### src/rtl/multicycle_pkg.sv
// multicycle_pkg: shared types and encodings for the multicycle controller.
//   state_t     - 4-bit FSM state encoding (also exported on state_o)
//   op_class_t  - decoded opcode class
//   ALU_*       - ALU operation codes
//   SRCB_*      - alusrcb operand select encodings
//   PC_*        - pcsrc PC source encodings
package multicycle_pkg;

  typedef enum logic [3:0] {
    FETCH  = 4'd0,
    DECODE = 4'd1,
    MEMADR = 4'd2,
    MEMRD  = 4'd3,
    MEMWB  = 4'd4,
    MEMWR  = 4'd5,
    EXEC   = 4'd6,
    ALUWB  = 4'd7,
    ADDIEX = 4'd8,
    ADDIWB = 4'd9,
    BRANCH = 4'd10,
    JUMP   = 4'd11
  } state_t;

  typedef enum logic [2:0] {
    CLS_RTYPE   = 3'd0,
    CLS_LW      = 3'd1,
    CLS_SW      = 3'd2,
    CLS_BEQ     = 3'd3,
    CLS_J       = 3'd4,
    CLS_ADDI    = 3'd5,
    CLS_ILLEGAL = 3'd7
  } op_class_t;

  // Low-bit codes of the MSB=1 opcode group
  localparam int unsigned OPLO_LW   = 0;
  localparam int unsigned OPLO_SW   = 1;
  localparam int unsigned OPLO_BEQ  = 2;
  localparam int unsigned OPLO_J    = 3;
  localparam int unsigned OPLO_ADDI = 4;

  localparam int unsigned ALU_ADD = 0;
  localparam int unsigned ALU_SUB = 1;

  localparam logic [1:0] SRCB_REG   = 2'b00;
  localparam logic [1:0] SRCB_FOUR  = 2'b01;
  localparam logic [1:0] SRCB_IMM   = 2'b10;
  localparam logic [1:0] SRCB_IMMSH = 2'b11;

  localparam logic [1:0] PC_ALU    = 2'b00;
  localparam logic [1:0] PC_ALUOUT = 2'b01;
  localparam logic [1:0] PC_JUMP   = 2'b10;

endpackage

### src/rtl/multicycle_controller_classifier.sv
// opcode_classifier: combinational opcode decode.
// Ports:
//   i_op      [OPW-1:0] opcode
//   o_class   op_class_t decoded class (CLS_ILLEGAL for unknown opcodes)
//   o_illegal 1 when the opcode is not a recognised instruction
module opcode_classifier
  import multicycle_pkg::*;
#(
  parameter int unsigned OPW = 4
) (
  input  logic [OPW-1:0] i_op,
  output op_class_t      o_class,
  output logic           o_illegal
);

  logic [OPW-2:0] w_low;
  assign w_low = i_op[OPW-2:0];

  always_comb begin
    o_class = CLS_ILLEGAL;
    if (!i_op[OPW-1])                          o_class = CLS_RTYPE;
    else if (w_low == (OPW-1)'(OPLO_LW))       o_class = CLS_LW;
    else if (w_low == (OPW-1)'(OPLO_SW))       o_class = CLS_SW;
    else if (w_low == (OPW-1)'(OPLO_BEQ))      o_class = CLS_BEQ;
    else if (w_low == (OPW-1)'(OPLO_J))        o_class = CLS_J;
    else if (w_low == (OPW-1)'(OPLO_ADDI))     o_class = CLS_ADDI;
  end

  assign o_illegal = (o_class == CLS_ILLEGAL);

endmodule

### src/rtl/multicycle_controller.sv
// multicycle_controller: Moore FSM sequencing a multicycle datapath
// (fetch / decode / memory / ALU / branch / jump).
// Optional feature macro: CTRL_PERF_EN adds cycle_cnt / instr_cnt counters.
// Ports:
//   clk, reset (sync, active-high), op [OPW-1:0], zero, mem_ready
//   memread, memwrite, iord, irwrite        memory / IR control
//   regwrite, regdst, mem2reg               register-file control
//   alusrca, alusrcb[1:0], alucontrol[OPW-2:0]  ALU control
//   pcsrc[1:0], pcen                        PC control
//   instr_done, illegal                     retire / illegal-opcode pulses
//   state_o[3:0]                            current state (debug)
//   cycle_cnt, instr_cnt [CNTW-1:0]         only with CTRL_PERF_EN
module multicycle_controller
  import multicycle_pkg::*;
#(
  parameter int unsigned OPW  = 4,
  parameter int unsigned CNTW = 32
) (
  input  logic           clk,
  input  logic           reset,
  input  logic [OPW-1:0] op,
  input  logic           zero,
  input  logic           mem_ready,
  output logic           memread,
  output logic           memwrite,
  output logic           iord,
  output logic           irwrite,
  output logic           regwrite,
  output logic           regdst,
  output logic           mem2reg,
  output logic           alusrca,
  output logic [1:0]     alusrcb,
  output logic [OPW-2:0] alucontrol,
  output logic [1:0]     pcsrc,
  output logic           pcen,
  output logic           instr_done,
  output logic           illegal,
  output logic [3:0]     state_o
`ifdef CTRL_PERF_EN
  ,
  output logic [CNTW-1:0] cycle_cnt,
  output logic [CNTW-1:0] instr_cnt
`endif
);

  state_t    r_state;
  op_class_t w_class;
  logic      w_illegal;

  opcode_classifier #(.OPW(OPW)) u_classifier (
    .i_op      (op),
    .o_class   (w_class),
    .o_illegal (w_illegal)
  );

  assign state_o = r_state;

  always_ff @(posedge clk) begin
    if (reset) begin
      r_state <= FETCH;
    end else begin
      unique case (r_state)
        FETCH:  if (mem_ready) r_state <= DECODE;
        DECODE: begin
          if (w_illegal) r_state <= FETCH;
          else begin
            case (w_class)
              CLS_LW, CLS_SW: r_state <= MEMADR;
              CLS_RTYPE:      r_state <= EXEC;
              CLS_ADDI:       r_state <= ADDIEX;
              CLS_BEQ:        r_state <= BRANCH;
              CLS_J:          r_state <= JUMP;
              default:        r_state <= FETCH;
            endcase
          end
        end
        MEMADR: begin
          if (w_class == CLS_SW)      r_state <= MEMWR;
          else if (w_class == CLS_LW) r_state <= MEMRD;
          else                        r_state <= FETCH;
        end
        MEMRD:  if (mem_ready) r_state <= MEMWB;
        MEMWR:  if (mem_ready) r_state <= FETCH;
        MEMWB:  r_state <= FETCH;
        EXEC:   r_state <= ALUWB;
        ALUWB:  r_state <= FETCH;
        ADDIEX: r_state <= ADDIWB;
        ADDIWB: r_state <= FETCH;
        BRANCH: r_state <= FETCH;
        JUMP:   r_state <= FETCH;
        default: r_state <= FETCH;
      endcase
    end
  end

  // Outputs decode from the state register; the handshake-qualified
  // strobes (irwrite/pcen in FETCH, instr_done in MEMWR, pcen in BRANCH)
  // must follow mem_ready/zero in the same cycle, so they cannot be
  // registered without adding latency.
  always_comb begin
    memread    = 1'b0;
    memwrite   = 1'b0;
    iord       = 1'b0;
    irwrite    = 1'b0;
    regwrite   = 1'b0;
    regdst     = 1'b0;
    mem2reg    = 1'b0;
    alusrca    = 1'b0;
    alusrcb    = SRCB_REG;
    alucontrol = (OPW-1)'(ALU_ADD);
    pcsrc      = PC_ALU;
    pcen       = 1'b0;
    instr_done = 1'b0;
    illegal    = 1'b0;
    unique case (r_state)
      FETCH: begin
        memread = 1'b1;
        alusrcb = SRCB_FOUR;
        if (mem_ready) begin
          irwrite = 1'b1;
          pcen    = 1'b1;
        end
      end
      DECODE: begin
        alusrcb = SRCB_IMMSH;
        illegal = w_illegal;
      end
      MEMADR: begin
        alusrca = 1'b1;
        alusrcb = SRCB_IMM;
      end
      MEMRD: begin
        memread = 1'b1;
        iord    = 1'b1;
      end
      MEMWR: begin
        memwrite   = 1'b1;
        iord       = 1'b1;
        instr_done = mem_ready;
      end
      MEMWB: begin
        regwrite   = 1'b1;
        mem2reg    = 1'b1;
        instr_done = 1'b1;
      end
      EXEC: begin
        alusrca    = 1'b1;
        alucontrol = op[OPW-2:0];
      end
      ALUWB: begin
        regwrite   = 1'b1;
        regdst     = 1'b1;
        instr_done = 1'b1;
      end
      ADDIEX: begin
        alusrca = 1'b1;
        alusrcb = SRCB_IMM;
      end
      ADDIWB: begin
        regwrite   = 1'b1;
        instr_done = 1'b1;
      end
      BRANCH: begin
        alusrca    = 1'b1;
        alucontrol = (OPW-1)'(ALU_SUB);
        pcsrc      = PC_ALUOUT;
        pcen       = zero;
        instr_done = 1'b1;
      end
      JUMP: begin
        pcsrc      = PC_JUMP;
        pcen       = 1'b1;
        instr_done = 1'b1;
      end
      default: ;
    endcase
    // Reset suppresses every side-effecting strobe, so an abandoned
    // instruction never writes state or retires.
    if (reset) begin
      memread    = 1'b0;
      memwrite   = 1'b0;
      irwrite    = 1'b0;
      pcen       = 1'b0;
      regwrite   = 1'b0;
      instr_done = 1'b0;
      illegal    = 1'b0;
    end
  end

`ifdef CTRL_PERF_EN
  logic [CNTW-1:0] r_cycle_cnt;
  logic [CNTW-1:0] r_instr_cnt;

  always_ff @(posedge clk) begin
    if (reset) begin
      r_cycle_cnt <= '0;
      r_instr_cnt <= '0;
    end else begin
      r_cycle_cnt <= r_cycle_cnt + CNTW'(1);
      if (instr_done) r_instr_cnt <= r_instr_cnt + CNTW'(1);
    end
  end

  assign cycle_cnt = r_cycle_cnt;
  assign instr_cnt = r_instr_cnt;
`endif

endmodule

### config.mk
export PLATFORM = sky130hd
export DESIGN_NAME = multicycle_controller
export DESIGN_NICKNAME = d
export VERILOG_FILES = /design/src/rtl/multicycle_pkg.sv /design/src/rtl/multicycle_controller_classifier.sv /design/src/rtl/multicycle_controller.sv
export SDC_FILE = /design/constraint.sdc
export NUM_CORES = 1
export LEC_CHECK = 0
export ABC_AREA = 0
export CORE_MARGIN = 1.5
export CORE_UTILIZATION = 40
export CTS_CLUSTER_SIZE = 28
export DETAILED_ROUTE_END_ITERATION = 6
export DONT_BUFFER_PORTS = 1
export GPL_TIMING_DRIVEN = 0
export PLACE_DENSITY = 0.58
export SYNTH_ARGS = -nofsm -noshare
export SYNTH_HDL_FRONTEND = slang
export SYNTH_SLANG_ARGS = --single-unit
### constraint.sdc
create_clock -name clk -period 1.86 [get_ports clk]
set_clock_uncertainty 0.15 [all_clocks]
set_input_delay 0.279 -clock clk [delete_from_list [all_inputs] [get_ports clk]]
set_output_delay 0.279 -clock clk [all_outputs]
set_load 0.01 [all_outputs]
==> impl_metrics.json <==
{
  "insertion_delay_ns": 0.25,
  "synth_area_leaders": "dfxtp_1, a21oi_1, nor2_1, buf_6, nand2b_1",
  "initial_core_util": 0.447,
  "period_minus_slack_ns": 1.83,
  "yosys.area.top_type": "dfxtp_1",
  "grt_max_degree": 11,
  "die_area_mm2": 0.00175,
  "sw_frac_of_total": 0.460,
  "finalWirelength_mm": 2.02,
  "startpoint_type": "register",
  "finalCritPeriodShare": 0.985,
  "crit_buf_inv": 1,
  "yosys_most_used_dff": "dfxtp_1",
  "syn_to_final_growth_pct": 24.7,
  "seq_area_frac_synth": 0.133,
  "maxCapViolations": 0,
  "crit_required_ns": 1.43,
  "first_pass_iters": 4,
  "power.switching_uw": 265,
  "dpl-instance-area_um2": 622,
  "grt_pass1_vias": 618,
  "p_per_area_mw_per_mm2": 766,
  "avgSynthCellArea_um2": 6.70,
  "nNetsFinal": 106,
  "cts-root-buf": "clkbuf_4",
  "holdWs_ns": 0.0737,
  "fin_tns_setup_ns": 0,
  "relSlewSlack": 0.724,
  "syn_inst": 90,
  "worstPathArrival_ns": 1.40,
  "power_frac_clock": 0.199,
  "ys_ff_latch": 4,
  "hold_violations": 0,
  "ys_types": 35,
  "synthXorXnorAreaFrac": 0.0145,
  "yosys.area_share.adder": 0,
  "port_buffers": 0,
  "largest_register_ffs": 4,
  "die_h_um": 41.8,
  "ys_warn_count": 0,
  "synth_top_area_share": 0.133,
  "slowest_stage": "dfxtp_4",
  "cp_top_family": "simple AND/OR/NAND/NOR gates",
  "io_pins": 30,
  "drive_gt1_frac": 0.344,
  "yosys.area_share.simple": 0.442,
  "synth_fp_nets": 98,
  "num_rows": 13,
  "nFillCells": 140,
  "drc_errors": 0,
  "rsz0062_at_grt": "yes",
  "path_clk_slew_ns": 0.05,
  "drv_slew": 0,
  "cts-buffers-inserted": 3,
  "dr_total_vias": 692,
  "ys_async_sr_fraction": 0,
  "track_usage": 0.228,
  "drtIter0Drc": 34,
  "antenna_found_initial": 0,
  "wire_per_inst_um": 18.2,
  "synth_edf_count": 0,
  "worstPathMaxFanout": 10,
  "final_antenna_net_count": 0,
  "overflow": 0,
  "worstPathCellList": "buf_8 -> or2b_4 -> mux2i_1 -> a21oi_1 -> nor2_2",
  "vias_per_cell": 6.23,
  "p_int_uw": 311,
  "n_antenna_cell": 0,
  "die_w_um": 41.8,
  "placedCellCount": 105,
  "fmax_mhz": 546,
  "synth_mux_area_frac": 0.0519,
  "htree_levels": 1,
  "final_area_um2": 752,
  "p_leak_nw": 0.263,
  "cts.sinks": 4,
  "tritoncts": "yes",
  "clk_path_buf_depth": 2,
  "finalSetupViolCount": 0,
  "tightest_slew_ns": 0.411,
  "hold_class": "primary input to register",
  "grt_pass1_wl_mm": 3.08,
  "synth_compound_area_frac": 0.237,
  "post-dp-hpwl_mm": 1.32,
  "core_mm2": 0.00135,
  "finalPower_uw": 576,
  "power_frac_comb": 0.574,
  "irDropWorstVdd_mv": 0.578,
  "syn_area_um2": 603,
  "p_seq_frac": 0.227,
  "outcome": "finished, final reports clean",
  "critPathCaptureType": "output pin",
  "instances_no_fill": 111,
  "slowest_delay_ns": 0.37,
  "synth_top_family_by_area": "simple AND/OR/NAND/NOR gates",
  "gp_congestion": 0.838,
  "worstSetupPathType": "register to output pin"
}
[kinds of logic (layout without fill, tap and decap cells)]
family | Yosys count | in the layout
buffers and inverters | 12 | 18
xor gates and xnor gates | 1 | 1
DFF | 4 | 4
and+or+nand+nor | 47 | 47
AOI/OAI and AO/OA | 23 | 23
muxes | 3 | 3
[path summary, 6_finish.rpt]
path	from	to	slack (ns)	cells past startpoint
max	state_o[2]	regwrite	0.03	5
min	op[0]	state_o[2]	0.07	2
max reg2reg	state_o[3]	state_o[0]	0.33	5
min reg2reg	state_o[1]	state_o[3]	0.53	2
[area by class of cell]
type / count / area (um^2) / share of cell area
multi-input cells: 74 / 508 / 0.676
plain buffers: 6 / 67.6 / 0.0899
inverters: 6 / 22.5 / 0.0300
well taps: 15 / 18.8 / 0.0250
flip-flops and latches: 4 / 87.6 / 0.116
clock buffers: 3 / 22.5 / 0.0300
repair buffers: 3 / 25.0 / 0.0333
[synthesized netlist by cell type (3+ instances only)]
library cell,instances
nor2_1,13
nand2b_1,5
a21oi_1,10
nor4_1,3
buf_6,3
nor2b_1,3
nand2_1,6
and3_1,3
nor3_1,5
dfxtp_1,4
a211oi_1,3
inv_1,5
[cell usage in the layout (no fill, tap or decap), drive strengths merged]
master and count:
nor2 13, a21oi 10, buf 7, nor3 7
nand2 6, inv 6, nand2b 6, clkbuf 4
dfxtp 4, nor2b 3, and3 3, a211oi 3
o21ai 3, nor4 3, mux2i 2, nor4b 2
mux2 1, or2b 1, a211o 1, a31oi 1
xnor2 1, o211ai 1, nand3 1, or3 1
o2bb2ai 1, o31ai 1, a32oi 1, a22oi 1
or2 1, dlygate4sd3 1
[through the flow]
step,util,setup slack [ns]
2_1_floorplan,-,0.207
3_3_place_gp,0.461,0.0373
3_5_place_dp,0.461,0.0487
4_1_cts,0.529,-0.0343
5_1_grt,0.557,-0.0386
6_report,0.557,0.0270
[power by group through the flow]
stage,clock (mW),combinational [mW],sequential [mW]
floorplan,0,0.221,0.120
global placement,0,0.267,0.128
detailed placement,0,0.266,0.127
CTS,0.118,0.297,0.128
global route,0.119,0.355,0.132
finish,0.115,0.331,0.130
[worst reg2reg max path, delay by kind of cell (launching register included)]
family | cells | cell delay [ns]
DFF | 1 | 0.36
AOI/OAI and AO/OA | 3 | 0.56
buffers and inverters | 1 | 0.14
and+or+nand+nor | 1 | 0.19
[layer usage]
layer | vias up | track usage | routed length [um]
li1 | 335 | - | -
met1 | 326 | 0.300 | 917
met2 | 29 | 0.344 | 954
met3 | 2 | 0.0783 | 124
met4 | 0 | 0.0774 | 21
met5 | - | 0 | 0
[repair_timing]
| item | 4_1_cts | 5_1_grt |
|---|---|---|
| cloned | 0 | 0 |
| buffers inserted | 0 | 2 |
| hold buffers | 1 | 0 |
| hold endpoints to repair | 2 | 0 |
| setup endpoints to repair | 9 | 6 |
| gates resized for setup | 18 | 7 |
| pin swaps | 2 | 2 |
Power figures use the tool's default switching activity.
